### src/rtl/ifu_fetch_if.sv
// Fetch-side bus bundle: AR/R read channel to instruction memory, IFU->IDU
// valid/ready handoff, redirect request and fetch error pulse.
//   master : instruction fetch unit
//   slave  : memory + decode/execute side
interface ifu_fetch_if #(
  parameter int unsigned NUM_W = 64
) ();
  logic [31:0]      araddr;
  logic             arvalid;
  logic             arready;
  logic [31:0]      rdata;
  logic [1:0]       rresp;
  logic             rvalid;
  logic             rready;
  logic             ifu_valid;
  logic             ifu_ready;
  logic [31:0]      inst;
  logic [31:0]      ifu_to_idu_pc;
  logic [NUM_W-1:0] num;
  logic             control_hazard;
  logic [31:0]      branch_target_pc;
  logic             fetch_err;

  modport master (
    output araddr, arvalid, rready, ifu_valid, inst, ifu_to_idu_pc, num, fetch_err,
    input  arready, rdata, rresp, rvalid, ifu_ready, control_hazard, branch_target_pc
  );

  modport slave (
    input  araddr, arvalid, rready, ifu_valid, inst, ifu_to_idu_pc, num, fetch_err,
    output arready, rdata, rresp, rvalid, ifu_ready, control_hazard, branch_target_pc
  );
endinterface

### src/rtl/ifu_fetch.sv
// Instruction fetch unit: holds the fetch PC, issues one single-beat read at a
// time on AR/R, hands {inst, pc, num} to the IDU and redirects on
// control_hazard, discarding wrong-path responses.
// Ports:
//   clock  - system clock
//   reset  - asynchronous active-low reset
//   bus    - ifu_fetch_if master: AR/R channel, IDU handoff, redirect, fetch_err
module ifu_fetch #(
  parameter logic [31:0]  RESET_PC = 32'h3000_0000,
  parameter int unsigned  NUM_W    = 64
) (
  input  logic        clock,
  input  logic        reset,
  ifu_fetch_if.master bus
);

  typedef enum logic [1:0] {
    S_BOOT = 2'd0,
    S_REQ  = 2'd1,
    S_WAIT = 2'd2,
    S_HOLD = 2'd3
  } state_t;

  state_t           state_q;
  logic [31:0]      pc_q;
  logic [31:0]      target_q;
  logic             flush_q;
  logic [NUM_W-1:0] cnt_q;     // instructions delivered so far
  logic [NUM_W-1:0] num_q;     // number presented with the held instruction
  logic [31:0]      inst_q;
  logic [31:0]      out_pc_q;
  logic             err_q;

  // Fetch sequencer; AR is only ever accepted in REQ, so at most one read is outstanding.
  always_ff @(posedge clock or negedge reset) begin
    if (!reset) begin
      state_q  <= S_BOOT;
      pc_q     <= RESET_PC;
      target_q <= RESET_PC;
      flush_q  <= 1'b0;
      cnt_q    <= '0;
      num_q    <= '0;
      inst_q   <= '0;
      out_pc_q <= '0;
      err_q    <= 1'b0;
    end else begin
      err_q <= 1'b0;
      case (state_q)
        S_BOOT: state_q <= S_REQ;
        S_REQ: begin
          // AR must stay stable, so a redirect here is only remembered.
          if (bus.control_hazard) begin
            target_q <= bus.branch_target_pc;
            flush_q  <= 1'b1;
          end
          if (bus.arready) state_q <= S_WAIT;
        end
        S_WAIT: begin
          if (bus.control_hazard) begin
            target_q <= bus.branch_target_pc;
            flush_q  <= 1'b1;
          end
          if (bus.rvalid) begin
            if (flush_q || bus.control_hazard) begin
              // Wrong-path beat: drop it and restart at the latest target.
              flush_q <= 1'b0;
              pc_q    <= bus.control_hazard ? bus.branch_target_pc : target_q;
              state_q <= S_REQ;
            end else begin
              inst_q   <= bus.rdata;
              out_pc_q <= pc_q;
              num_q    <= cnt_q + NUM_W'(1);
              err_q    <= |bus.rresp;
              state_q  <= S_HOLD;
            end
          end
        end
        S_HOLD: begin
          // Redirect masks ifu_valid, so it always wins over ifu_ready.
          if (bus.control_hazard) begin
            pc_q    <= bus.branch_target_pc;
            state_q <= S_REQ;
          end else if (bus.ifu_ready) begin
            pc_q    <= 32'(pc_q + 32'd4);
            cnt_q   <= cnt_q + NUM_W'(1);
            state_q <= S_REQ;
          end
        end
        default: state_q <= S_BOOT;
      endcase
    end
  end

  assign bus.araddr        = pc_q;
  assign bus.arvalid       = (state_q == S_REQ);
  assign bus.rready        = (state_q == S_WAIT);
  assign bus.ifu_valid     = (state_q == S_HOLD) && !bus.control_hazard;
  assign bus.inst          = inst_q;
  assign bus.ifu_to_idu_pc = out_pc_q;
  assign bus.num           = num_q;
  assign bus.fetch_err     = err_q;

endmodule

### src/flat_wrapper.sv
// flat-port wrapper written by rule: the top's interface ports become plain ports
module ifu_fetch_flat 
#(
  parameter logic [31:0]  RESET_PC = 32'h3000_0000,
  parameter int unsigned  NUM_W    = 64
)
  (clock, reset, bus_araddr, bus_arvalid, bus_rready, bus_ifu_valid, bus_inst, bus_ifu_to_idu_pc, bus_num, bus_fetch_err, bus_arready, bus_rdata, bus_rresp, bus_rvalid, bus_ifu_ready, bus_control_hazard, bus_branch_target_pc);
  ifu_fetch_if #(.NUM_W(NUM_W)) bus_i ();
  input  logic clock;
  input  logic reset;
  output wire logic [$bits(bus_i.araddr)-1:0] bus_araddr;
  output wire logic [$bits(bus_i.arvalid)-1:0] bus_arvalid;
  output wire logic [$bits(bus_i.rready)-1:0] bus_rready;
  output wire logic [$bits(bus_i.ifu_valid)-1:0] bus_ifu_valid;
  output wire logic [$bits(bus_i.inst)-1:0] bus_inst;
  output wire logic [$bits(bus_i.ifu_to_idu_pc)-1:0] bus_ifu_to_idu_pc;
  output wire logic [$bits(bus_i.num)-1:0] bus_num;
  output wire logic [$bits(bus_i.fetch_err)-1:0] bus_fetch_err;
  input wire logic [$bits(bus_i.arready)-1:0] bus_arready;
  input wire logic [$bits(bus_i.rdata)-1:0] bus_rdata;
  input wire logic [$bits(bus_i.rresp)-1:0] bus_rresp;
  input wire logic [$bits(bus_i.rvalid)-1:0] bus_rvalid;
  input wire logic [$bits(bus_i.ifu_ready)-1:0] bus_ifu_ready;
  input wire logic [$bits(bus_i.control_hazard)-1:0] bus_control_hazard;
  input wire logic [$bits(bus_i.branch_target_pc)-1:0] bus_branch_target_pc;
  assign bus_araddr = bus_i.araddr;
  assign bus_arvalid = bus_i.arvalid;
  assign bus_rready = bus_i.rready;
  assign bus_ifu_valid = bus_i.ifu_valid;
  assign bus_inst = bus_i.inst;
  assign bus_ifu_to_idu_pc = bus_i.ifu_to_idu_pc;
  assign bus_num = bus_i.num;
  assign bus_fetch_err = bus_i.fetch_err;
  assign bus_i.arready = bus_arready;
  assign bus_i.rdata = bus_rdata;
  assign bus_i.rresp = bus_rresp;
  assign bus_i.rvalid = bus_rvalid;
  assign bus_i.ifu_ready = bus_ifu_ready;
  assign bus_i.control_hazard = bus_control_hazard;
  assign bus_i.branch_target_pc = bus_branch_target_pc;
  ifu_fetch #(.RESET_PC(RESET_PC), .NUM_W(NUM_W)) u_core (.clock(clock), .reset(reset), .bus(bus_i));
endmodule
### config.mk
export PLATFORM = sky130hd
export DESIGN_NAME = ifu_fetch_flat
export DESIGN_NICKNAME = d
export VERILOG_FILES = /design/src/rtl/ifu_fetch_if.sv /design/src/rtl/ifu_fetch.sv /design/src/flat_wrapper.sv
export SDC_FILE = /design/constraint.sdc
export NUM_CORES = 1
export LEC_CHECK = 0
export BUFFER_PORTS_ARGS = -buffer_cell sky130_fd_sc_hd__buf_2
export CAP_MARGIN = 20
export CORE_MARGIN = 4
export CORE_UTILIZATION = 51
export CTS_CLUSTER_DIAMETER = 200
export DETAILED_ROUTE_END_ITERATION = 10
export GPL_ROUTABILITY_DRIVEN = 0
export GPL_TIMING_DRIVEN = 1
export PLACE_DENSITY = 0.77
export SLEW_MARGIN = 30
export SYNTH_ARGS = -nofsm -noshare
export SYNTH_HDL_FRONTEND = slang
export SYNTH_SLANG_ARGS = --single-unit
export TNS_END_PERCENT = 1
### constraint.sdc
create_clock -name clock -period 2.15 [get_ports clock]
set_input_delay 0.215 -clock clock [delete_from_list [all_inputs] [get_ports clock]]
set_output_delay 0.215 -clock clock [all_outputs]
set_load 0.03 [all_outputs]
---- Word-level counts from Yosys, hierarchy flattened ----
Cells that the tools add are included.
storage, ports and cells
  output and inout bits ................... 164
  logic and storage cells ................. 51
  flip-flop bits (word level) ............. 260
  input bits .............................. 72
operators by class
  eq/ne operators ......................... 7
  bitwise gates (word level) .............. 2
  multiplexer cells ....................... 19
  add/subtract/negate cells ............... 2
  reduce and logical (&&, ||, !) cells .... 12
operators by type and width
  cell                                                    count
  two-way mux 32 bit                                      5
  adder 64 x 1 -> 64 bit (second input constant)          1
  one-hot mux 32 bit (2 select lines)                     1
  adder 32 x 3 -> 32 bit (second input constant)          1
  two-way mux 2 bit                                       5
  AND reduction 3 bit                                     3
  one-hot mux 2 bit (4 select lines)                      1
  two-way mux 1 bit                                       6
  inequality test 2 x 1 -> 1 bit (second input constant)  3
  == test 2 bit (second input constant)                   2
  AND reduction 4 bit                                     1
  nonzero test 2 bit                                      2
  OR reduction 2 bit                                      2
  inequality test 3 bit (second input constant)           1
  == test 2 x 1 -> 1 bit (second input constant)          1
  zero test 2 bit                                         1
  inverter 1 bit                                          2
  one-hot mux 1 bit (2 select lines)                      1
  logical AND 1 bit                                       1
  zero test 1 bit                                         1
  logical OR 1 bit                                        1

---- Logic depth before layout (Yosys ltp) ----
  word-level depth ........................ 4
  gate-level depth with buffers ........... 9
  mapped depth without buffers ............ 7

---- Worst setup path before layout ----
OpenSTA, ideal clock, no wires.
  kind .................................... reg-to-reg
  from .................................... register u_core.state_q[0]
  to ...................................... register u_core.pc_q[11] (netlist: u_core.bus.araddr[11])
  arrival time ............................ 2070 ps
  stages on the path, launching flop included .. 8
  buffers on the path ..................... 2
  slack ................................... -55 ps
  setup time .............................. 135 ps
  required time ........................... 2015 ps
  period minus slack after synthesis ...... 2205 ps
  path through ............................ dfrtp_1 > inv_1 > ha_1 > nor2b_1 > o22ai_1 > clkbuf_1 > clkbuf_1 > o22ai_1
on the way
  word-level cells in the longest chain between the ends .. 3
  elaborated cells between the ends (all ways) .. 8
  those cells by class .................... 5 x eq/ne; 1 x mux; 2 x reduce/logical
RTL lines
  element                                                                                       RTL line            text
  start, declared                                                                               ifu_fetch.sv:24     state_t state_q;
  start signal, assigned                                                                        ifu_fetch.sv:37     state_q <= S_BOOT;
  start signal, assigned                                                                        ifu_fetch.sv:49     S_BOOT: state_q <= S_REQ;
  start signal, assigned                                                                        ifu_fetch.sv:56     if (bus.arready) state_q <= S_WAIT;
  == test 2 bit (*)                                                                             -
  net bus_rready                                                                                flat_wrapper.sv:13  output wire logic [$bits(bus_i.rready)-1:0] bus_rready;
  inequality test 2 x 1 -> 1 bit (no source line) / nonzero test 2 bit (equally long branches)  -
  AND reduction 4 bit (no source line)                                                          -
  end signal, assigned                                                                          ifu_fetch.sv:67     pc_q <= bus.control_hazard ? bus.branch_target_pc : target_q;
  end signal, assigned                                                                          ifu_fetch.sv:81     pc_q <= bus.branch_target_pc;
  end signal, assigned                                                                          ifu_fetch.sv:84     pc_q <= 32'(pc_q + 32'd4);
  end, declared                                                                                 ifu_fetch.sv:25     logic [31:0] pc_q;
The timed path passes the listed nets; every way through them passes the cells marked *.
A chain may end at the register's enable or synchronous reset.

---- Final worst setup path ----
  from .................................... register u_core.cnt_q[38]
  to ...................................... register u_core.num_q[45] (netlist: u_core.bus.num[45])
on the way
  word-level cells in the longest chain between the ends .. 1
RTL lines
  element                 RTL line         text
  start, declared         ifu_fetch.sv:28  logic [NUM_W-1:0] cnt_q;
  start signal, assigned  ifu_fetch.sv:85  cnt_q <= cnt_q + NUM_W'(1);
  adder 64 x 1 -> 64 bit  ifu_fetch.sv:72  num_q <= cnt_q + NUM_W'(1);
  end signal, assigned    ifu_fetch.sv:72
  end, declared           ifu_fetch.sv:29  logic [NUM_W-1:0] num_q;
No other way between the ends.

==> impl_results.md <==
* Setup_tns at -38.69 ps
* Worst Skew at 17.89 ps
* Reg2Reg Capture Point: u_core.bus.num[45]
* CTS tree: yes
* Width of the chip at approximately 170 um
* RSZ-0062 raised after global routing: true
* Worst min path class: input port to flip-flop
* I/O pin cnt at around 240
* Sequential-to-total area share from yosys stat at a little over 50%
* Overall global routing resource usage at between 20% and 30%
* Chip Height at 166.9 um
* Nets at 1833
* Fill count at 1850
* Main combinational cell family by area after synthesis: simple AND/OR/NAND/NOR gates
* Final setup violation count at 4
* WP data required at approximately 2600 ps
* Antenna violations before repair at 1
* Post-Synth Simple-Gate Area at 24.46%
* Max Freq at between 400 and 500 MHz
* Reg2Reg Depth at 7
* Met2 GRT Util at 46.21%
* VDD IR-drop max at approximately 0.77 mV
* DP Wirelength at 27.64 mm
* Number of global-route vias before repair at 12200
* Clk sink count at 260
* Worst hold start: bus_arready
* Syn. warnings at 0
* Hold_ws at roughly 85 ps
* Mapped Cells at between 1000 and 1500
* Pins Over Slew Limit at 0
* Port Buf Inserts at about 240
* # H-tree levels at 1
* Met3 usage at 5.617%
* Initial DRC count at 1358
* Failing checks: setup timing
* Reg2Reg Setup Slack at -20 ps
* Ys flop type: dfrtp_1
* Startpoint types: flip-flop
* CORE AREA at approximately 25000 um2
* Max transition margin at between 60% and 70%
* Synth async-reset ratio at 100.0%
* Post-route DRC at 0
* Worst-Skew Late Latency at 540 ps
* DRT antenna net count at 0
* Leakage at between 8 and 9 nW
* Post-synth EDFFs at 0
* Synthesized flop and latch total at 260
* Synthesized Nets at around 1500
* Worst reg2reg startpoint: u_core.cnt_q[38]
* CTS max path bufs at 3
* Routed WL at ~41 mm
* Die Area at 27850 um2
* Total grt overflow at 0
* Via count at 12340
* WHS Endpoint: u_core.state_q[0]
* CP endpoint kind: flip-flop
* FP Rows at 57
* Vias/cell at approximately 5.9
* WL/cell at ~19 um
* Initial Util at 52.33%
* Max_cap viols at 0
* Compound-Gate Fraction of Synth Area at just over 10%
* First-pass GRT wire length at around 65 mm
* Layout Area Growth over Synthesis at 30.95%
* Critical path peak fanout at 6
* Non-Filler Instances at roughly 2100
* Xor/xnor cell area share of the yosys netlist at 6.938%
* Setup ws final at -15.23 ps
* Largest net degree at the start of global routing at between 60 and 70
* Drt first pass iters at 5
* Synth unique cells at 66
* CP arrival at about 2600 ps
* Hold Path Depth at 4
* Synth Area in Adders at less than 1%
* Status: complete, but fails checks
* Worst setup path class: flip-flop to flip-flop
* Commonest non-fill, non-tap cells in the layout: 332 x nand2_1, 255 x dfrtp_1, 234 x buf_2
* Multiplexer area fraction after synthesis at under 10%
* Global routing's busiest layer: met2
* Netlist Area Pre-Place at 12880 um2
* Met1 GRT Util at 36.56%
* DP Worst Slack at -84.18 ps
* Worst-margin pin slew at ~580 ps
* Clk slew on worst S/H paths at ~60 ps
* Post-layout min period at around 2200 ps
* Fin util at between 60 and 70%
* Final period utilization at 100.7%
* Commonest non-fill, non-tap cell in the layout: nand2_1
* Layout cell share with drive strength beyond 1 at around a quarter
* Average cell area after synthesis at 9.217 um2
* Post-Place Cells at between 1500 and 2000
* Power per standard cell area at between 900 and 1000 nW/um2
* Root buf cell: clkbuf_16
* Final Hold Fails at 0
* CTS buffer count at 28
power by group:
| group | leakage (nW) | internal, W | switching (W) |
|---|---|---|---|
| logic | 4.33 | 0.00186 | 0.00319 |
| registers | 3.48 | 0.00587 | 0.000829 |
| clock network | 0.472 | 0.00309 | 0.00200 |
| total | 8.29 | 0.0108 | 0.00601 |
registers in the layout, summed over array words and instances (netlist names):
name                      cells
u_core.flush_q                1
u_core.bus.inst              32
u_core.bus.num               64
u_core.bus.araddr            32
u_core.state_q                2
u_core.bus.ifu_to_idu_pc     32
u_core.bus.fetch_err          1
u_core.target_q              32
u_core.cnt_q                 64
worst max-delay path, stage by stage, from the launching register on:
cell and delay (ps):
dfrtp_1 440, nand3_1 230, nor4_2 380, buf_4 200, nand4_1 290, buf_4 270
mux2i_1 140, nand2_1 70
area by class of cell:
type                    count  area [um2]  area share (%)
clock buffers              41       810.8           4.809
clock inverters            11       160.2          0.9498
diodes                      1       2.502         0.01484
flip-flops and latches    260        6513           38.62
repair buffers            421        2841           16.85
inverters                  12       48.80          0.2894
multi-input cells        1033        6080           36.06
well taps                 324       405.4           2.404
metal layers:
layer	vias to the layer above	share of wire, %
met1	5976	38
li1	5608	-
met3	137	8.8
met2	618	49
met5	-	0
met4	0	4.3
how the worst max path moves through the flow:
stage	cells after the start	slack [ps]	end	startpoint
2_1_floorplan	8	-20	u_core.bus.ifu_to_idu_pc[15]	u_core.state_q[0]
3_3_place_gp	7	-30	u_core.bus.num[45]	u_core.cnt_q[19]
3_5_place_dp	7	-80	u_core.bus.num[49]	u_core.cnt_q[19]
4_1_cts	7	0.7	u_core.bus.num[45]	u_core.cnt_q[38]
5_1_grt	7	-160	u_core.cnt_q[30]	u_core.cnt_q[23]
6_report	7	-20	u_core.bus.num[45]	u_core.cnt_q[38]
synth_stat cells (28+ instances only):
library cell | instances | area (um2)
nor2_1 | 78 | 292.8
xor2_1 | 45 | 394.1
xnor2_1 | 57 | 499.2
o21ai_0 | 77 | 385.4
nand4_1 | 54 | 337.8
nand3_1 | 57 | 285.3
mux2_2 | 42 | 473.0
nand2_1 | 332 | 1246
nor3_1 | 34 | 170.2
nor4_1 | 28 | 175.2
clkbuf_1 | 77 | 289.0
dfrtp_1 | 256 | 6406
a21oi_1 | 36 | 180.2
cell families (layout without fill, tap and decap cells):
family	count (synthesis)	after routing
AO/OA/AOI/OAI	206	206
XOR/XNOR	102	102
adder cells (fa/ha/maj)	5	5
buffers and inverters	105	485
flip-flops	260	260
multiplexers	50	50
other	0	1
AND/OR/NAND/NOR	669	670
through the flow:
step	area [um2]	total power (W)
after floorplan	12880	0.009622
after CTS	16780	0.01674
after global routing	16860	0.01759
after detailed placement	15100	0.01155
after global placement	15100	0.01139
final	16860	0.01684
what timing repair did:
action	in CTS	in global routing
setup buffers	3	1
endpoints found under the setup margin	4	52
pin swaps	2	5
hold buffers	67	0
resized for setup	4	11
cloned	0	1
endpoints found under the hold margin	125	0
No activity file was read; power rests on OpenSTA's default activity.
